**src/rtl/key_control_pkg.sv**
```systemverilog
// Shared encodings and defaults for the push-button control front end.
// Imported by key_debounce and key_control.
package key_control_pkg;

  typedef enum logic {
    STOPPED = 1'b0,
    RUNNING = 1'b1
  } run_state_e;

  typedef enum logic [1:0] {
    SEL_FULL    = 2'b00,
    SEL_1HZ     = 2'b01,
    SEL_HALF    = 2'b10,
    SEL_QUARTER = 2'b11
  } sel_e;

  // 20 ms of stable level at 50 MHz.
  localparam int unsigned DEBOUNCE_CYCLES_DEF = 1_000_000;
  localparam int unsigned CNT_W_DEF           = 20;

  // The select code wraps from 11 back to 00.
  function automatic logic [1:0] next_select(input logic [1:0] sel);
    return sel + 2'd1;
  endfunction

endpackage

```
**src/rtl/key_debounce.sv**
```systemverilog
// One raw active-low key: two-flop synchroniser, stable-count debounce and a
// registered strobe on each accepted press (debounced 1->0 transition).
module key_debounce
  import key_control_pkg::*;
#(
  parameter int unsigned DEBOUNCE_CYCLES = DEBOUNCE_CYCLES_DEF,
  parameter int unsigned CNT_W           = CNT_W_DEF
) (
  input  logic Clock,
  input  logic reset_n,
  input  logic key_n,
  output logic level,
  output logic fall_strobe
);

  localparam logic [CNT_W-1:0] LIMIT = CNT_W'(DEBOUNCE_CYCLES - 1);

  logic             s1_q, s1_d;
  logic             s2_q, s2_d;
  logic             level_q, level_d;
  logic [CNT_W-1:0] cnt_q, cnt_d;
  logic             fall_q, fall_d;

  always_comb begin
    s1_d    = key_n;
    s2_d    = s1_q;
    level_d = level_q;
    cnt_d   = cnt_q;
    // Any cycle where the synchronised level agrees with db restarts the count.
    if (s2_q == level_q) begin
      cnt_d = {CNT_W{1'b0}};
    end else if (cnt_q == LIMIT) begin
      level_d = s2_q;
      cnt_d   = {CNT_W{1'b0}};
    end else begin
      cnt_d = cnt_q + CNT_W'(1);
    end
    fall_d = level_q & ~level_d;
  end

  always_ff @(posedge Clock) begin
    if (!reset_n) begin
      s1_q    <= 1'b1;
      s2_q    <= 1'b1;
      level_q <= 1'b1;
      cnt_q   <= {CNT_W{1'b0}};
      fall_q  <= 1'b0;
    end else begin
      s1_q    <= s1_d;
      s2_q    <= s2_d;
      level_q <= level_d;
      cnt_q   <= cnt_d;
      fall_q  <= fall_d;
    end
  end

  assign level       = level_q;
  assign fall_strobe = fall_q;

endmodule

```
**src/rtl/key_control.sv**
```systemverilog
// Button-driven control for the rate divider and display counter: frequency
// select, run/pause enable and a one-cycle active-low clear.
module key_control
  import key_control_pkg::*;
#(
  parameter int unsigned DEBOUNCE_CYCLES = DEBOUNCE_CYCLES_DEF,
  parameter int unsigned CNT_W           = CNT_W_DEF,
  parameter logic [1:0]  SEL_INIT        = 2'b01
) (
  input  logic       Clock,
  input  logic       reset_n,
  input  logic       key_speed_n,
  input  logic       key_pause_n,
  input  logic       key_clear_n,
  output logic [1:0] select,
  output logic       enable,
  output logic       clear_n,
  output logic [2:0] press
);

  logic [2:0] key_n_s;
  logic [2:0] level_s;
  logic [2:0] fall_s;
  logic [2:0] event_s;

  assign key_n_s = {key_clear_n, key_pause_n, key_speed_n};

  for (genvar k = 0; k < 3; k++) begin : g_key
    key_debounce #(
      .DEBOUNCE_CYCLES(DEBOUNCE_CYCLES),
      .CNT_W          (CNT_W)
    ) u_db (
      .Clock      (Clock),
      .reset_n    (reset_n),
      .key_n      (key_n_s[k]),
      .level      (level_s[k]),
      .fall_strobe(fall_s[k])
    );
  end

  // A strobe is only honoured while the debounced key is settled low.
  assign event_s = fall_s & ~level_s;

  logic [1:0] select_q, select_d;
  run_state_e run_q, run_d;
  logic       clear_n_q, clear_n_d;

  always_comb begin
    select_d  = select_q;
    run_d     = run_q;
    clear_n_d = 1'b1;
    if (event_s[0]) begin
      select_d = next_select(select_q);
    end else begin
      select_d = select_q;
    end
    if (event_s[1]) begin
      case (run_q)
        STOPPED: run_d = RUNNING;
        RUNNING: run_d = STOPPED;
        default: run_d = STOPPED;
      endcase
    end else begin
      run_d = run_q;
    end
    if (event_s[2]) begin
      clear_n_d = 1'b0;
    end else begin
      clear_n_d = 1'b1;
    end
  end

  always_ff @(posedge Clock) begin
    if (!reset_n) begin
      select_q  <= SEL_INIT;
      run_q     <= STOPPED;
      clear_n_q <= 1'b1;
    end else begin
      select_q  <= select_d;
      run_q     <= run_d;
      clear_n_q <= clear_n_d;
    end
  end

  assign select  = select_q;
  assign enable  = (run_q == RUNNING);
  assign clear_n = clear_n_q;
  assign press   = fall_s;

endmodule

```
**config.mk**
```make
export PLATFORM = sky130hd
export DESIGN_NAME = key_control
export DESIGN_NICKNAME = d
export VERILOG_FILES = /design/src/rtl/key_control_pkg.sv /design/src/rtl/key_debounce.sv /design/src/rtl/key_control.sv
export SDC_FILE = /design/constraint.sdc
export NUM_CORES = 1
export LEC_CHECK = 0
export CORE_UTILIZATION = 55
export CTS_CLUSTER_SIZE = 24
export DETAILED_ROUTE_END_ITERATION = 10
export PLACE_DENSITY = 0.84
export REMOVE_ABC_BUFFERS = 1
export SYNTH_ARGS = -nofsm -noshare
export SYNTH_HDL_FRONTEND = slang
export SYNTH_SLANG_ARGS = --single-unit
```
**constraint.sdc**
```tcl
create_clock -name Clock -period 2.8 [get_ports Clock]
set_input_delay 0.56 -clock Clock [delete_from_list [all_inputs] [get_ports Clock]]
set_output_delay 0.56 -clock Clock [all_outputs]
set_load 0.005 [all_outputs]
```
==> flow_metrics.env, run 1 <==
export IMPL_seq_power_share=0.560
export IMPL_ir_drop_mv=0.386
export IMPL_layout_commonest_cell="sky130_fd_sc_hd__dfxtp_1"
export IMPL_yosysTopAreaCell="sky130_fd_sc_hd__dfxtp_1"
export IMPL_crit_family="simple AND/OR/NAND/NOR gates"
export IMPL_synthesis_instances=371
export IMPL_num_rows=27
export IMPL_cts_htree_levels=3
export IMPL_antenna_diode_count=0
export IMPL_worst_path_buf_inv=0
export IMPL_timing_hold_worst_class="flop to flop"
export IMPL_die_width_um=79.3
export IMPL_timing_critical_path_to_type="flop"
export IMPL_vias_per_cell=5.63
export IMPL_via_count_of_the_first_global_routing_pass=2246
export IMPL_design_final_nets=387
export IMPL_tritoncts_num_sinks=76
export IMPL_ys_seq_elements=76
export IMPL_worst_setup_path_start_kind="flop"
export IMPL_maxClockFrequency_mhz=483
export IMPL_synth_sequential_area_ratio=0.463
export IMPL_criticalPathCategory="flop to flop"
export IMPL_io_pins=12
export IMPL_synth_top_cells_by_area="sky130_fd_sc_hd__dfxtp_1 46%, sky130_fd_sc_hd__xor2_1 5.9%, sky130_fd_sc_hd__xnor2_1 5.1%, sky130_fd_sc_hd__nor2_1 4.8%, sky130_fd_sc_hd__nand3_1 4.6%"
export IMPL_cp_data_arrival_time_ns=2.28
export IMPL_async_flop_share=0
export IMPL_post_synth_instance_area_mm2=0.00329
export IMPL_worst_skew_pair_late_latency_ns=0.34
export IMPL_most_common_flop_cell_mapped_by_yosys="sky130_fd_sc_hd__dfxtp_1"
export IMPL_first_iter_violations=127
export IMPL_yosys_area_top_type_share=0.463
export IMPL_gp_congestion=0.800
export IMPL_grt_first_pass_wirelength_um=9650
export IMPL_maxCapViolCount=0
export IMPL_synth_lib_cells_used_distinct=40
export IMPL_initial_utilization=0.583
export IMPL_power_density_mw_per_mm2=536
export IMPL_numCtsBuffers=9
export IMPL_grt_max_degree=21
export IMPL_worstSetupStartpoint="g_key[1].u_db.cnt_q[12]"
export IMPL_area_delta_synth_final_pct=10.3
export IMPL_yosys_warnings=0
export IMPL_power_frac_comb=0.014
export IMPL_placement_io_buffers=11
export IMPL_cts_tree="yes"
export IMPL_cts_clk_slew_worst_paths_ns=0.07
export IMPL_synth_edf_count=0
export IMPL_die_y_um=79.3
export IMPL_die_area_mm2=0.00629
export IMPL_ctsLongestPathBuffers=2
export IMPL_setup_repair_after_global_routing_missed_its_margin="false"
export IMPL_timing_slew_headroom=0.614
export IMPL_cellLeakagePower_nw=1.11
export IMPL_timing_critical_path_to="g_key[1].u_db.cnt_q[6]"
export IMPL_detail_route_drc_violations=0
export IMPL_tightest_slew_ns=0.573
export IMPL_netSwitchingFraction=0.213
export IMPL_clkPwrFrac=0.426
export IMPL_average_wire_per_standard_cell_um=12.5
export IMPL_rr_startpoint="g_key[1].u_db.cnt_q[12]"
export IMPL_avgSynthCellArea_um2=8.87
export IMPL_r2r_cells=4
export IMPL_postCtsSetupBuffers=0
export IMPL_final_setup_skew_ns=0.00697
export IMPL_fp_coreArea_mm2=0.00564
export IMPL_share_of_cells_above_drive_strength_1=0.0677
export IMPL_total_congestion_overflow=0
export IMPL_power_internal_w=0.00153
export IMPL_post_layout_total_power_w=0.00194
export IMPL_final_hold_viol_count=0
export IMPL_share_of_the_clock_period_used_by_the_worst_path=0.740
export IMPL_r2r_end="g_key[1].u_db.cnt_q[6]"
export IMPL_drt_first_pass_iters=4
export IMPL_groute_usage_overall=0.195
export IMPL_post_cts_resize_count=0
export IMPL_layout_cells_most_common_list="76 x sky130_fd_sc_hd__dfxtp_1, 42 x sky130_fd_sc_hd__nor2_1, 30 x sky130_fd_sc_hd__nand3_1"
export IMPL_crit_path_max_fanout=19
export IMPL_postRouteAntennaNets=0
export IMPL_routed_wirelength_um=5690
export IMPL_register_to_register_setup_slack_ns=0.73
export IMPL_cp_depth=4
export IMPL_outcome="completed"
export IMPL_tns_ns=0
export IMPL_cts_root_buffer="sky130_fd_sc_hd__clkbuf_8"
export IMPL_detailroute_via_count=2566
export IMPL_finalCriticalPeriod_ns=2.07
export IMPL_antenna_found_initial=0
export IMPL_critical_path_cell_chain="or4b_1 > or4_4 > o211ai_4 > nor2_1"
export IMPL_required_ns=3.01
export IMPL_cts_hold_buffers=0
export IMPL_cpMaxStageDelayCell="sky130_fd_sc_hd__or4_4"
export IMPL_dp_final_hpwl_um=3980
export IMPL_maxSlewViolCount=0
export IMPL_report_final_setup_viol=0
export IMPL_power_switching_w=0.000414
export IMPL_max_stage_delay_on_crit_path_ns=0.52
-- state kept, by name, summed over array words and instances, names as in the netlist --
signal                  count
g_key.u_db.cnt_q           60
g_key.u_db.fall_strobe      3
g_key.u_db.level            3
g_key.u_db.s1_q             3
g_key.u_db.s2_q             3
select                      2
clear_n                     1
enable                      1
-- cell usage after synthesis (all sizes together) (5+ instances only) --
master,instances
xor2,22
nor2,42
or3,11
a21oi,19
inv,13
xnor2,19
clkbuf,12
o31ai,8
nand2,18
o21ai,12
nand2b,7
buf,5
dfxtp,76
nand3,31
nor3,8
nor4,6
or4,13
nand4,12
and3,9
-- how the worst min path moves through the flow --
stage,end,cells after the start,from,slack [ns]
2_1_floorplan,g_key[0].u_db.s2_q,1,g_key[0].u_db.s1_q,0.39
3_3_place_gp,g_key[0].u_db.s2_q,1,g_key[0].u_db.s1_q,0.39
3_5_place_dp,g_key[0].u_db.s2_q,1,g_key[0].u_db.s1_q,0.40
4_1_cts,g_key[2].u_db.s2_q,1,g_key[2].u_db.s1_q,0.42
5_1_grt,g_key[0].u_db.s2_q,1,g_key[0].u_db.s1_q,0.44
6_report,g_key[2].u_db.s2_q,1,g_key[2].u_db.s1_q,0.41
-- layout make-up --
cell class / instances / area [µm²]
clock inverter: 6 / 63.8
tap: 72 / 90.1
timing repair buffer: 14 / 133
clock buffer: 10 / 138
fill: 462 / 2010
multi-input combinational: 265 / 1630
inverter: 13 / 48.8
sequential: 76 / 1520
-- per-layer routing --
metal | routed length (µm) | GRT usage | part of all wire
met3 | 202 | 0.0701 | 0.036
met2 | 2680 | 0.325 | 0.47
met4 | 58 | 0.0582 | 0.010
met1 | 2750 | 0.234 | 0.48
met5 | 0 | 0 | 0
-- logic make-up (layout without fill, tap and decap cells) --
group           Yosys count  after routing  synth area share
flops                    76             76             0.463
compound gates           45             45            0.0848
buf+inv                  30             43            0.0407
xor+xnor                 41             41             0.109
simple gates            176            176             0.291
fa+ha+maj                 3              3            0.0114
-- through the flow --
stage / instances / cell area (µm²) / util / setup WS, ns / hold WS, ns
floorplan: 354 / 3200 / - / 0.822 / 0.386
global placement: 440 / 3430 / 0.607 / 0.766 / 0.389
detailed placement: 440 / 3430 / 0.607 / 0.721 / 0.401
CTS: 456 / 3630 / 0.643 / 0.716 / 0.418
global route: 456 / 3630 / 0.643 / 0.607 / 0.436
finish: 456 / 3630 / 0.643 / 0.728 / 0.413
-- power groups by stage --
stage                     Sequential, W  Clock (W)  Combinational (W)
after floorplan                 0.00111          0          0.0000118
after global placement          0.00111          0          0.0000267
after detailed placement        0.00111          0          0.0000276
after CTS                       0.00109   0.000856          0.0000277
after global routing            0.00109   0.000901          0.0000301
final                           0.00109   0.000829          0.0000273
No activity file was read; power rests on OpenSTA's default activity.
==> run 2: changes to the inputs <==
CORE_UTILIZATION = 54   (was 55)
PLACE_DENSITY = 0.86   (was 0.84)
clock period = 1.9 ns   (was 2.8 ns; I/O delays follow)
==> flow_metrics.env, run 2 (synthesized netlist as in run 1, its figures left out) <==
export IMPL_fin_cells=480
export IMPL_worst_skew_pair_late_latency_ns=0.34
export IMPL_postCtsSetupBuffers=0
export IMPL_final_hold_viol_count=0
export IMPL_antenna_diode_count=0
export IMPL_via_count_of_the_first_global_routing_pass=2668
export IMPL_setup_repair_after_global_routing_missed_its_margin="true"
export IMPL_gp_congestion=0.785
export IMPL_ctsLongestPathBuffers=2
export IMPL_timing_critical_path_to="g_key[1].u_db.cnt_q[18]"
export IMPL_total_congestion_overflow=0
export IMPL_worstSetupStartpoint="g_key[1].u_db.cnt_q[12]"
export IMPL_finalCriticalPeriod_ns=1.93
export IMPL_largest_reg_flops=60
export IMPL_placed_cells=464
export IMPL_design_final_nets=408
export IMPL_ir_drop_mv=0.481
export IMPL_cts_root_buffer="sky130_fd_sc_hd__clkbuf_8"
export IMPL_postPlaceCellArea_mm2=0.00360
export IMPL_cellLeakagePower_nw=1.26
export IMPL_criticalPathCategory="flop to flop"
export IMPL_register_to_register_setup_slack_ns=-0.03
export IMPL_detailroute_via_count=2757
export IMPL_r2r_cells=5
export IMPL_post_route_util=0.660
export IMPL_tightest_slew_ns=0.543
export IMPL_layout_cell_area_non_filler_mm2=0.00388
export IMPL_post_layout_total_power_w=0.00315
export IMPL_die_area_mm2=0.00641
export IMPL_postRouteAntennaNets=0
export IMPL_required_ns=2.13
export IMPL_tritoncts_num_sinks=76
export IMPL_cp_depth=5
export IMPL_grt_max_degree=21
export IMPL_cts_tree="yes"
export IMPL_final_setup_skew_ns=0.0114
export IMPL_die_y_um=80.1
export IMPL_area_delta_synth_final_pct=18.1
export IMPL_fp_coreArea_mm2=0.00589
export IMPL_die_width_um=80.1
export IMPL_layout_cells_most_common_list="73 x sky130_fd_sc_hd__dfxtp_1, 42 x sky130_fd_sc_hd__nor2_1, 27 x sky130_fd_sc_hd__nand3_1"
export IMPL_average_wire_per_standard_cell_um=14.2
export IMPL_grt_first_pass_wirelength_um=11300
export IMPL_tns_ns=-0.261
export IMPL_outcome="complete, but fails checks"
export IMPL_layout_commonest_cell="sky130_fd_sc_hd__dfxtp_1"
export IMPL_timing_slew_headroom=0.635
export IMPL_share_of_the_clock_period_used_by_the_worst_path=1.02
export IMPL_io_pins=12
export IMPL_crit_path_max_fanout=19
export IMPL_worst_path_buf_inv=1
export IMPL_cts_hold_buffers=0
export IMPL_setup_slack_ns=-0.0292
export IMPL_r2r_end="g_key[1].u_db.cnt_q[18]"
export IMPL_timing_critical_path_to_type="flop"
export IMPL_maxClockFrequency_mhz=518
export IMPL_maxCapViolCount=0
export IMPL_rr_startpoint="g_key[1].u_db.cnt_q[12]"
export IMPL_cts_htree_levels=3
export IMPL_routed_wirelength_um=6810
export IMPL_cpMaxStageDelayCell="sky130_fd_sc_hd__or4_4"
export IMPL_maxSlewViolCount=0
export IMPL_power_density_mw_per_mm2=811
export IMPL_groute_usage_overall=0.230
export IMPL_placement_io_buffers=11
export IMPL_timing_hold_worst_class="flop to flop"
export IMPL_worst_setup_path_start_kind="flop"
export IMPL_critical_path_cell_chain="or4b_4 > or4_4 > o211ai_4 > buf_12 > a21oi_1"
export IMPL_crit_family="simple AND/OR/NAND/NOR gates"
export IMPL_num_rows=28
export IMPL_largest_register="g_key.u_db.cnt_q"
export IMPL_detail_route_drc_violations=0
export IMPL_numCtsBuffers=9
export IMPL_first_iter_violations=284
export IMPL_max_stage_delay_on_crit_path_ns=0.53
export IMPL_cp_data_arrival_time_ns=2.16
export IMPL_share_of_cells_above_drive_strength_1=0.141
export IMPL_report_final_setup_viol=19
export IMPL_failed_checks="negative setup slack"
export IMPL_vias_per_cell=5.74
export IMPL_dp_final_hpwl_um=4570
export IMPL_drt_first_pass_iters=6
export IMPL_initial_utilization=0.559
export IMPL_cts_clk_slew_worst_paths_ns=0.08
export IMPL_antenna_found_initial=0
[run 2: changes by cell type in the layout (fill, tap and decap cells not counted), sizes merged]
cell | before | now
buf | 3 | 24
bufinv | 1 | 3
clkinv | 3 | 2
clkinvlp | 2 | 1
[run 2: routing by layer]
layer	vias to the layer above	wire, µm	global-route usage
met5	-	0	0
met2	55	3560	0.413
met4	0	201	0.138
li1	1368	-	-
met1	1313	2820	0.248
met3	21	229	0.0477
[run 2: timing repair]
action / 4_1_cts / 5_1_grt
gates resized for setup: 2 / 8
gates cloned: 0 / 0
setup endpoints to repair: 16 / 23
[run 2: worst min-delay path by stage]
stage / endpoint / slack (ns) / cells past startpoint / from
2_1_floorplan: g_key[0].u_db.s2_q / 0.39 / 1 / g_key[0].u_db.s1_q
3_3_place_gp: g_key[2].u_db.s2_q / 0.39 / 1 / g_key[2].u_db.s1_q
3_5_place_dp: g_key[1].u_db.s2_q / 0.40 / 1 / g_key[1].u_db.s1_q
4_1_cts: g_key[1].u_db.s2_q / 0.41 / 1 / g_key[1].u_db.s1_q
5_1_grt: g_key[2].u_db.s2_q / 0.45 / 1 / g_key[2].u_db.s1_q
6_report: g_key[1].u_db.s2_q / 0.41 / 1 / g_key[1].u_db.s1_q
[run 2: power by group]
group / internal, W / switching [W]
logic: 0.0000211 / 0.0000246
registers: 0.00160 / 0.00000499
clock network: 0.000908 / 0.000592
[run 2: layout make-up]
cell class / count / area, µm²
timing repair buffer: 35 / 303
clock inverter: 6 / 111
inverter: 13 / 48.8
multi-input combinational: 265 / 1670
tap: 75 / 93.8
clock buffer: 10 / 138
fill: 452 / 2000
sequential: 76 / 1530
[run 2: through the flow]
stage / setup slack [ns] / hold slack [ns]
5_1_grt: -0.0698 / 0.448
2_1_floorplan: -0.0784 / 0.386
3_5_place_dp: -0.00571 / 0.396
4_1_cts: -0.0229 / 0.414
3_3_place_gp: 0.0625 / 0.390
6_report: -0.0292 / 0.413
==> run 3: changes to the inputs <==
GPL_TIMING_DRIVEN = 0   (was not set)
==> flow_metrics.env, run 3 (synthesized netlist as in run 1, its figures left out) <==
export IMPL_dp_slack_ns=-0.708
export IMPL_timing_hold_worst_class="flop to flop"
export IMPL_power_internal_w=0.00233
export IMPL_die_width_um=80.1
export IMPL_finalCriticalPeriod_ns=1.98
export IMPL_setup_repair_after_global_routing_missed_its_margin="true"
export IMPL_layout_commonest_cell="sky130_fd_sc_hd__dfxtp_1"
export IMPL_share_of_cells_above_drive_strength_1=0.115
export IMPL_gp_congestion=0.809
export IMPL_postRouteAntennaNets=0
export IMPL_tritoncts_num_sinks=76
export IMPL_uppermost_layer_routed="met4"
export IMPL_outcome="complete, but fails checks"
export IMPL_report_final_setup_viol=20
export IMPL_initial_utilization=0.559
export IMPL_grt_first_pass_wirelength_um=11000
export IMPL_cpMaxStageDelayCell="sky130_fd_sc_hd__or4_4"
export IMPL_placement_io_buffers=11
export IMPL_placed_cells=440
export IMPL_criticalPathCategory="flop to flop"
export IMPL_worst_setup_path_start_kind="flop"
export IMPL_design_final_nets=394
export IMPL_critical_path_cell_chain="or4b_1 > or4_4 > o211ai_4 > buf_12 > nor2_1"
export IMPL_fp_coreArea_mm2=0.00589
export IMPL_final_setup_skew_ns=0.00980
export IMPL_worstHoldEndpoint="g_key[2].u_db.s2_q"
export IMPL_seq_power_share=0.553
export IMPL_cts_root_buffer="sky130_fd_sc_hd__clkbuf_8"
export IMPL_r2r_cells=5
export IMPL_timing_slew_headroom=0.410
export IMPL_whs_ns=0.410
export IMPL_vias_per_cell=5.79
export IMPL_dr_wl_met2_um=3190
export IMPL_multi_input_area_mm2=0.00168
export IMPL_via_count_of_the_first_global_routing_pass=2534
export IMPL_rr_startpoint="g_key[1].u_db.cnt_q[12]"
export IMPL_die_y_um=80.1
export IMPL_num_rows=28
export IMPL_setup_slack_ns=-0.0790
export IMPL_maxCapViolCount=0
export IMPL_r2r_end="g_key[1].u_db.cnt_q[2]"
export IMPL_final_hold_viol_count=0
export IMPL_routed_wirelength_um=6410
export IMPL_first_iter_violations=156
export IMPL_power_density_mw_per_mm2=775
export IMPL_cts_clk_slew_worst_paths_ns=0.07
export IMPL_layout_cells_most_common_list="66 x sky130_fd_sc_hd__dfxtp_1, 42 x sky130_fd_sc_hd__nor2_1, 28 x sky130_fd_sc_hd__nand3_1"
export IMPL_met3_length_um=244
export IMPL_timing_critical_path_to_type="flop"
export IMPL_power_frac_comb=0.016
export IMPL_power_switching_w=0.000573
export IMPL_hold_path_depth=1
export IMPL_largest_reg_flops=60
export IMPL_ctsLongestPathBuffers=2
export IMPL_total_congestion_overflow=0
export IMPL_area_delta_synth_final_pct=13.8
export IMPL_register_to_register_setup_slack_ns=-0.08
export IMPL_numCtsBuffers=9
export IMPL_clkPwrFrac=0.431
export IMPL_netSwitchingFraction=0.198
export IMPL_die_area_mm2=0.00641
export IMPL_detail_route_wirelength_met1_um=2870
export IMPL_post_layout_total_power_w=0.00290
export IMPL_antenna_diode_count=0
export IMPL_maxSlewViolCount=0
export IMPL_cellLeakagePower_nw=1.15
export IMPL_ir_drop_mv=0.542
export IMPL_detail_route_drc_violations=0
export IMPL_antenna_found_initial=0
export IMPL_grt_max_degree=23
export IMPL_io_pins=12
export IMPL_detailroute_via_count=2691
export IMPL_largest_register="g_key.u_db.cnt_q"
export IMPL_max_stage_delay_on_crit_path_ns=0.55
export IMPL_holdCritStartpoint="g_key[2].u_db.s1_q"
export IMPL_cts_tree="yes"
export IMPL_average_wire_per_standard_cell_um=13.8
export IMPL_crit_path_max_fanout=19
export IMPL_fillCellCount=458
export IMPL_required_ns=2.14
export IMPL_dp_final_hpwl_um=3970
export IMPL_worst_skew_pair_late_latency_ns=0.34
export IMPL_groute_usage_overall=0.218
export IMPL_area_used_by_sequential_logic_in_the_layout_mm2=0.00154
export IMPL_share_of_the_clock_period_used_by_the_worst_path=1.04
export IMPL_drt_first_pass_iters=4
export IMPL_failed_checks="negative setup slack"
export IMPL_cts_htree_levels=3
export IMPL_fin_cells=465
export IMPL_maxClockFrequency_mhz=505
export IMPL_cp_data_arrival_time_ns=2.21
export IMPL_tightest_slew_ns=0.885
run 3: how the worst max path moves through the flow:
stage | to | cells after the start | start
4_1_cts | g_key[1].u_db.level | 4 | g_key[1].u_db.cnt_q[12]
2_1_floorplan | g_key[0].u_db.cnt_q[10] | 4 | g_key[0].u_db.cnt_q[2]
5_1_grt | g_key[1].u_db.cnt_q[10] | 5 | g_key[1].u_db.cnt_q[12]
6_report | g_key[1].u_db.cnt_q[2] | 5 | g_key[1].u_db.cnt_q[12]
3_5_place_dp | g_key[0].u_db.cnt_q[12] | 4 | g_key[0].u_db.cnt_q[2]
3_3_place_gp | g_key[0].u_db.cnt_q[2] | 4 | g_key[0].u_db.cnt_q[2]
run 3: timing repair:
action	in CTS	in global routing
gates resized for setup	8	11
setup buffers	7	1
pin swaps	6	3
hold buffers	0	0
gates cloned	2	0
endpoints found under the setup margin	60	45
run 3: power groups by stage:
stage          Clock [W]  Sequential [W]  Combinational (W)
2_1_floorplan          0         0.00164          0.0000174
3_3_place_gp           0         0.00164          0.0000356
3_5_place_dp           0         0.00164          0.0000366
4_1_cts          0.00127         0.00160          0.0000447
5_1_grt          0.00135         0.00160          0.0000503
6_report         0.00125         0.00160          0.0000463
run 3: through the flow:
step	instance area, µm²	TNS, ns	util
finish	3740	-1.34	0.636
floorplan	3200	-1.41	-
global route	3740	-2.24	0.636
detailed placement	3410	-28.07	0.579
CTS	3700	-0.829	0.629
global placement	3410	-25.12	0.579
run 3: worst max-delay path, delay by kind of cell (launching register included):
kind,cells,cell delay [ns]
simple gates,3,1.14
compound gates,1,0.23
flops,1,0.32
buf+inv,1,0.18
run 3: final cells by class:
| class | count | share of cell area |
|---|---|---|
| clock buffer | 14 | 0.0461 |
| clock inverter | 1 | 0.00802 |
| inverter | 13 | 0.0130 |
| multi-input combinational | 267 | 0.449 |
| sequential | 76 | 0.411 |
| tap | 75 | 0.0251 |
| timing repair buffer | 19 | 0.0485 |
run 3: routing by layer:
metal | up-vias | GRT usage
met5 | - | 0
met4 | 0 | 0.0821
met3 | 12 | 0.0534
met2 | 56 | 0.387
met1 | 1283 | 0.252
li1 | 1340 | -
